--- src/rtl/spi_master_interface.sv ---
// rtl/spi_master_interface.sv - SPI master turning host commands into SS_n/MOSI frames with MISO read capture
// Shares clk with the slave: one MOSI bit per clk, all outputs registered.
module spi_master_interface #(
    parameter int RD_LATENCY = 3,
    parameter int GAP_CYCLES = 2
) (
    input  logic       clk,
    input  logic       a_rst,
    input  logic       cmd_valid,
    output logic       cmd_ready,
    input  logic [1:0] cmd_type,
    input  logic [7:0] cmd_data,
    input  logic       MISO,
    output logic       SS_n,
    output logic       MOSI,
    output logic [7:0] rd_data,
    output logic       rd_valid,
    output logic       busy
);

    typedef enum logic [2:0] {
        IDLE,
        LEAD,
        SHIFT,
        WAIT,
        CAPTURE,
        GAP
    } state_t;

    localparam logic [3:0] SHIFT_LAST = 4'd10;
    localparam logic [3:0] WAIT_LAST  = 4'(RD_LATENCY - 2);
    localparam logic [3:0] CAP_LAST   = 4'd7;
    localparam logic [3:0] GAP_LAST   = 4'(GAP_CYCLES - 1);

    state_t     state, state_nxt;
    logic [3:0] cnt, cnt_nxt;
    logic [9:0] word, word_nxt;
    logic       rd_cmd, rd_cmd_nxt;
    logic [7:0] cap, cap_nxt;
    logic [7:0] rd_data_nxt;
    logic       ss_n_nxt, mosi_nxt, rd_valid_nxt, busy_nxt;
    logic       accept;

    assign cmd_ready = (state == IDLE);
    assign accept    = cmd_valid && cmd_ready;

    // Outputs are computed for the coming cycle and registered with the state.
    always_comb begin
        state_nxt    = state;
        cnt_nxt      = cnt;
        word_nxt     = word;
        rd_cmd_nxt   = rd_cmd;
        cap_nxt      = cap;
        rd_data_nxt  = rd_data;
        ss_n_nxt     = SS_n;
        mosi_nxt     = 1'b0;
        rd_valid_nxt = 1'b0;
        busy_nxt     = busy;
        case (state)
            IDLE: begin
                if (accept) begin
                    state_nxt  = LEAD;
                    cnt_nxt    = 4'd0;
                    word_nxt   = {cmd_type, cmd_data};
                    rd_cmd_nxt = (cmd_type == 2'b11);
                    ss_n_nxt   = 1'b0;
                    busy_nxt   = 1'b1;
                end
            end
            LEAD: begin
                state_nxt = SHIFT;
                cnt_nxt   = 4'd0;
                mosi_nxt  = word[9];
            end
            SHIFT: begin
                // First SHIFT cycle repeats the command-select bit; word shifts from then on.
                if (cnt == SHIFT_LAST) begin
                    cnt_nxt = 4'd0;
                    if (!rd_cmd) begin
                        state_nxt = GAP;
                        ss_n_nxt  = 1'b1;
                    end else if (RD_LATENCY == 1) begin
                        state_nxt = CAPTURE;
                    end else begin
                        state_nxt = WAIT;
                    end
                end else begin
                    cnt_nxt  = cnt + 4'd1;
                    mosi_nxt = word[9];
                    word_nxt = {word[8:0], 1'b0};
                end
            end
            WAIT: begin
                if (cnt == WAIT_LAST) begin
                    state_nxt = CAPTURE;
                    cnt_nxt   = 4'd0;
                end else begin
                    cnt_nxt = cnt + 4'd1;
                end
            end
            CAPTURE: begin
                cap_nxt = {MISO, cap[7:1]};
                if (cnt == CAP_LAST) begin
                    state_nxt    = GAP;
                    cnt_nxt      = 4'd0;
                    ss_n_nxt     = 1'b1;
                    rd_valid_nxt = 1'b1;
                    rd_data_nxt  = {MISO, cap[7:1]};
                end else begin
                    cnt_nxt = cnt + 4'd1;
                end
            end
            GAP: begin
                if (cnt == GAP_LAST) begin
                    state_nxt = IDLE;
                    cnt_nxt   = 4'd0;
                    busy_nxt  = 1'b0;
                end else begin
                    cnt_nxt = cnt + 4'd1;
                end
            end
            default: begin
                state_nxt = GAP;
                cnt_nxt   = 4'd0;
                ss_n_nxt  = 1'b1;
                busy_nxt  = 1'b0;
            end
        endcase
    end

    always_ff @(posedge clk or posedge a_rst) begin
        if (a_rst) begin
            state    <= GAP;
            cnt      <= 4'd0;
            word     <= 10'd0;
            rd_cmd   <= 1'b0;
            cap      <= 8'd0;
            rd_data  <= 8'd0;
            SS_n     <= 1'b1;
            MOSI     <= 1'b0;
            rd_valid <= 1'b0;
            busy     <= 1'b0;
        end else begin
            state    <= state_nxt;
            cnt      <= cnt_nxt;
            word     <= word_nxt;
            rd_cmd   <= rd_cmd_nxt;
            cap      <= cap_nxt;
            rd_data  <= rd_data_nxt;
            SS_n     <= ss_n_nxt;
            MOSI     <= mosi_nxt;
            rd_valid <= rd_valid_nxt;
            busy     <= busy_nxt;
        end
    end

endmodule

--- config.mk ---
export PLATFORM = sky130hd
export DESIGN_NAME = spi_master_interface
export DESIGN_NICKNAME = d
export VERILOG_FILES = /design/src/rtl/spi_master_interface.sv
export SDC_FILE = /design/constraint.sdc
export NUM_CORES = 1
export LEC_CHECK = 0
export BUFFER_PORTS_ARGS = -buffer_cell sky130_fd_sc_hd__buf_2
export CORE_MARGIN = 3
export CORE_UTILIZATION = 45
export CTS_BUF_LIST = sky130_fd_sc_hd__clkbuf_4
export DETAILED_ROUTE_END_ITERATION = 10
export GPL_TIMING_DRIVEN = 0
export HOLD_SLACK_MARGIN = 0.15
export MAX_ROUTING_LAYER = met4
export PLACE_DENSITY = 0.66
export SLEW_MARGIN = 20
export SYNTH_ARGS = -nofsm -noshare
export SYNTH_HDL_FRONTEND = slang
export SYNTH_SLANG_ARGS = --single-unit
--- constraint.sdc ---
create_clock -name clk -period 1.6 [get_ports clk]
set_input_delay 0.24 -clock clk [delete_from_list [all_inputs] [get_ports clk]]
set_output_delay 0.24 -clock clk [all_outputs]
set_load 0.1 [all_outputs]
==> results.json <==
{
  "coreArea_sq_mm": 0.00380,
  "max_freq_mhz": 582,
  "syn_nets": 186,
  "peakVddDrop_uv": 855,
  "drt-total-wl_mm": 4.00,
  "diodes": 0,
  "ys_ff_latch": 37,
  "crit_family": "adder cells",
  "worstSetupEndpointType": "flop",
  "grt_pass1_wl_mm": 6.33,
  "stdcell_count": 265,
  "worstSetupPathType": "reg2reg",
  "cp_max_fo": 3,
  "cp_slowest_stage_delay_ns": 0.43,
  "hold_violations": 0,
  "drive_gt1_share_pct": 44.7,
  "cp_slowest_cell": "dfrtp_1",
  "wl_per_cell_um": 15.1,
  "drt_iter0_drc": 70,
  "status": "finished with violations",
  "max-cap-violations": 0,
  "drtPass1Iterations": 4,
  "clockRootBuffer": "clkbuf_4",
  "layout_setup_ws_ns": -0.118,
  "postPlaceCellArea_sq_mm": 0.00207,
  "synth-seq-area-share_pct": 50.9,
  "rows": 22,
  "min_period_ns": 1.72,
  "numCtsBuffers": 5,
  "place.gp.congestion": 0.887,
  "fin_util_pct": 64.3,
  "rsz0062_at_grt": "true",
  "clock_latency_ns": 0.33,
  "final_area_sq_mm": 0.00244,
  "synth-edff-count": 0,
  "clk_pin_slew_worst_paths_ns": 0.11,
  "start_util_pct": 48.1,
  "power.density_mw_per_mm2": 1890,
  "antenna_found_initial": 0,
  "post-dp-hpwl_mm": 2.52,
  "fin_crit_sh_pct": 107,
  "clock_path_buffers": 2,
  "holdWs_ns": 0.179,
  "grt_max_degree": 38,
  "dieArea_sq_mm": 0.00486,
  "min_path_type": "in2reg",
  "setup_viol": 23,
  "tightest_slew_ns": 0.766,
  "route.detailed.drc": 0,
  "ant_nets": 0,
  "max-slew-margin-rel_pct": 48.8,
  "p_total_w": 0.00463,
  "area_growth_syn_to_layout_pct": 33.8,
  "viasPerCell": 5.52,
  "slew_viol_final": 0,
  "die_w_um": 69.7,
  "final_common_cell": "dfrtp_1",
  "leakagePower_nw": 1.09,
  "num-nets-final": 233,
  "port_buffers": 26,
  "synthFlopType": "dfrtp_1",
  "overflow": 0,
  "crit_chain": "buf_6 -> ha_2 -> nor3b_4 -> nor2b_2 -> maj3_1 -> or2_1",
  "syn_avg_cell_area_sq_um": 10.8,
  "cts_tree": "built",
  "ys_async_sr_fraction_pct": 100,
  "final_cell_mix": "32 x dfrtp_1, 25 x buf_2, 19 x nand2_1",
  "synth_area_sq_mm": 0.00183,
  "yosysWarnings": 0,
  "ios": 27,
  "placed_cells": 243,
  "cts.sink_count": 37,
  "die_y_um": 69.7,
  "h-tree-depth": 2,
  "synth.distinct_cells": 39,
  "synthCells": 169,
  "crit_buf_inv": 1,
  "track_usage_pct": 16.4,
  "required_ns": 1.87,
  "violations": "negative setup slack",
  "cp-start-kind": "flop",
  "grt_pass1_vias": 1421,
  "clock_skew_ns": 0.00509,
  "arrival_ns": 1.98,
  "route.vias.total": 1464
}
registers in the layout, indices dropped and copies added, names as in the netlist:
signal,cells
SS_n,1
cnt,4
MOSI,1
rd_valid,1
rd_data,8
word,10
rd_cmd,1
cap,7
state,3
busy,1
metal layers:
| metal | up-vias | GRT usage (%) | wire (um) |
|---|---|---|---|
| li1 | 695 | - | - |
| met1 | 745 | 19.9 | 1750 |
| met2 | 22 | 27.8 | 2110 |
| met3 | 2 | 3.48 | 117 |
| met4 | 0 | 4.47 | 21 |
| met5 | - | - | 0 |
report_power, final:
part / internal [W] / switching, W
clock: 0.000185 / 0.000301
sequential: 0.00129 / 0.000220
combinational: 0.00117 / 0.00146
total: 0.00265 / 0.00198
worst paths after layout:
path	from	end	slack, ns	depth (start not counted)
min in group asynchronous	a_rst	cap[6]	0.58	3
worst min register to register	word[6]	word[6]	0.50	2
max in group asynchronous	a_rst	cnt[3]	0.48	3
worst min-delay path	cmd_data[5]	word[5]	0.18	3
worst max-delay path	cnt[0]	state[0]	-0.12	6
worst max register to register	cnt[0]	state[0]	-0.12	6
tightest hold or removal path, stage by stage:
cell	delay, ns
buf_2	0.07
mux2i_1	0.05
o21ai_1	0.11
through the flow:
stage | setup TNS (ns) | setup WS, ns
after floorplan | -0.358 | -0.0645
after global placement | -3.75 | -0.293
after detailed placement | -4.56 | -0.319
after CTS | -1.78 | -0.134
after global routing | -2.49 | -0.163
final | -1.27 | -0.118
synth_stat cells (all sizes together) (2+ instances only):
| cell | number | area share (%) |
|---|---|---|
| a21boi | 2 | 0.82 |
| a21oi | 6 | 1.6 |
| buf | 6 | 1.9 |
| clkbuf | 3 | 0.62 |
| dfrtp | 34 | 47 |
| dfstp | 3 | 4.3 |
| ha | 3 | 2.1 |
| inv | 5 | 1.0 |
| mux2 | 15 | 9.2 |
| mux2i | 9 | 4.9 |
| nand2 | 20 | 4.1 |
| nand2b | 3 | 1.0 |
| nand3b | 2 | 0.82 |
| nor2 | 7 | 1.4 |
| nor2b | 3 | 1.0 |
| nor3 | 5 | 1.6 |
| nor3b | 3 | 1.5 |
| nor4 | 2 | 1.5 |
| nor4bb | 3 | 1.6 |
| o211ai | 2 | 0.82 |
| o21ai | 20 | 5.5 |
area by class of cell:
class / count / area, sq um
buffer: 9 / 103
clock buffer: 6 / 45.0
clock inverter: 2 / 10.0
fill: 306 / 1360
inverter: 5 / 23.8
multi-input combinational: 118 / 983
sequential: 37 / 932
tap: 48 / 60.1
timing repair buffer: 40 / 287
kinds of logic after synthesis:
logic type,after synthesis,share of synthesized area [%]
DFF,37,50.9
muxes,24,14.2
adders and majority gates,4,2.60
AOI/OAI and AO/OA,36,11.5
and+or+nand+nor,54,17.3
buffers and inverters,14,3.56
what timing repair did:
item                                   CTS  global route
setup endpoints to repair               32            33
pin swaps                                5             6
hold buffers                             3             0
endpoints found under the hold margin   36             0
buffers inserted                         5             5
gates cloned                             1             0
resized for setup                       24            24
Note: power is estimated with default switching activity, not from simulation.
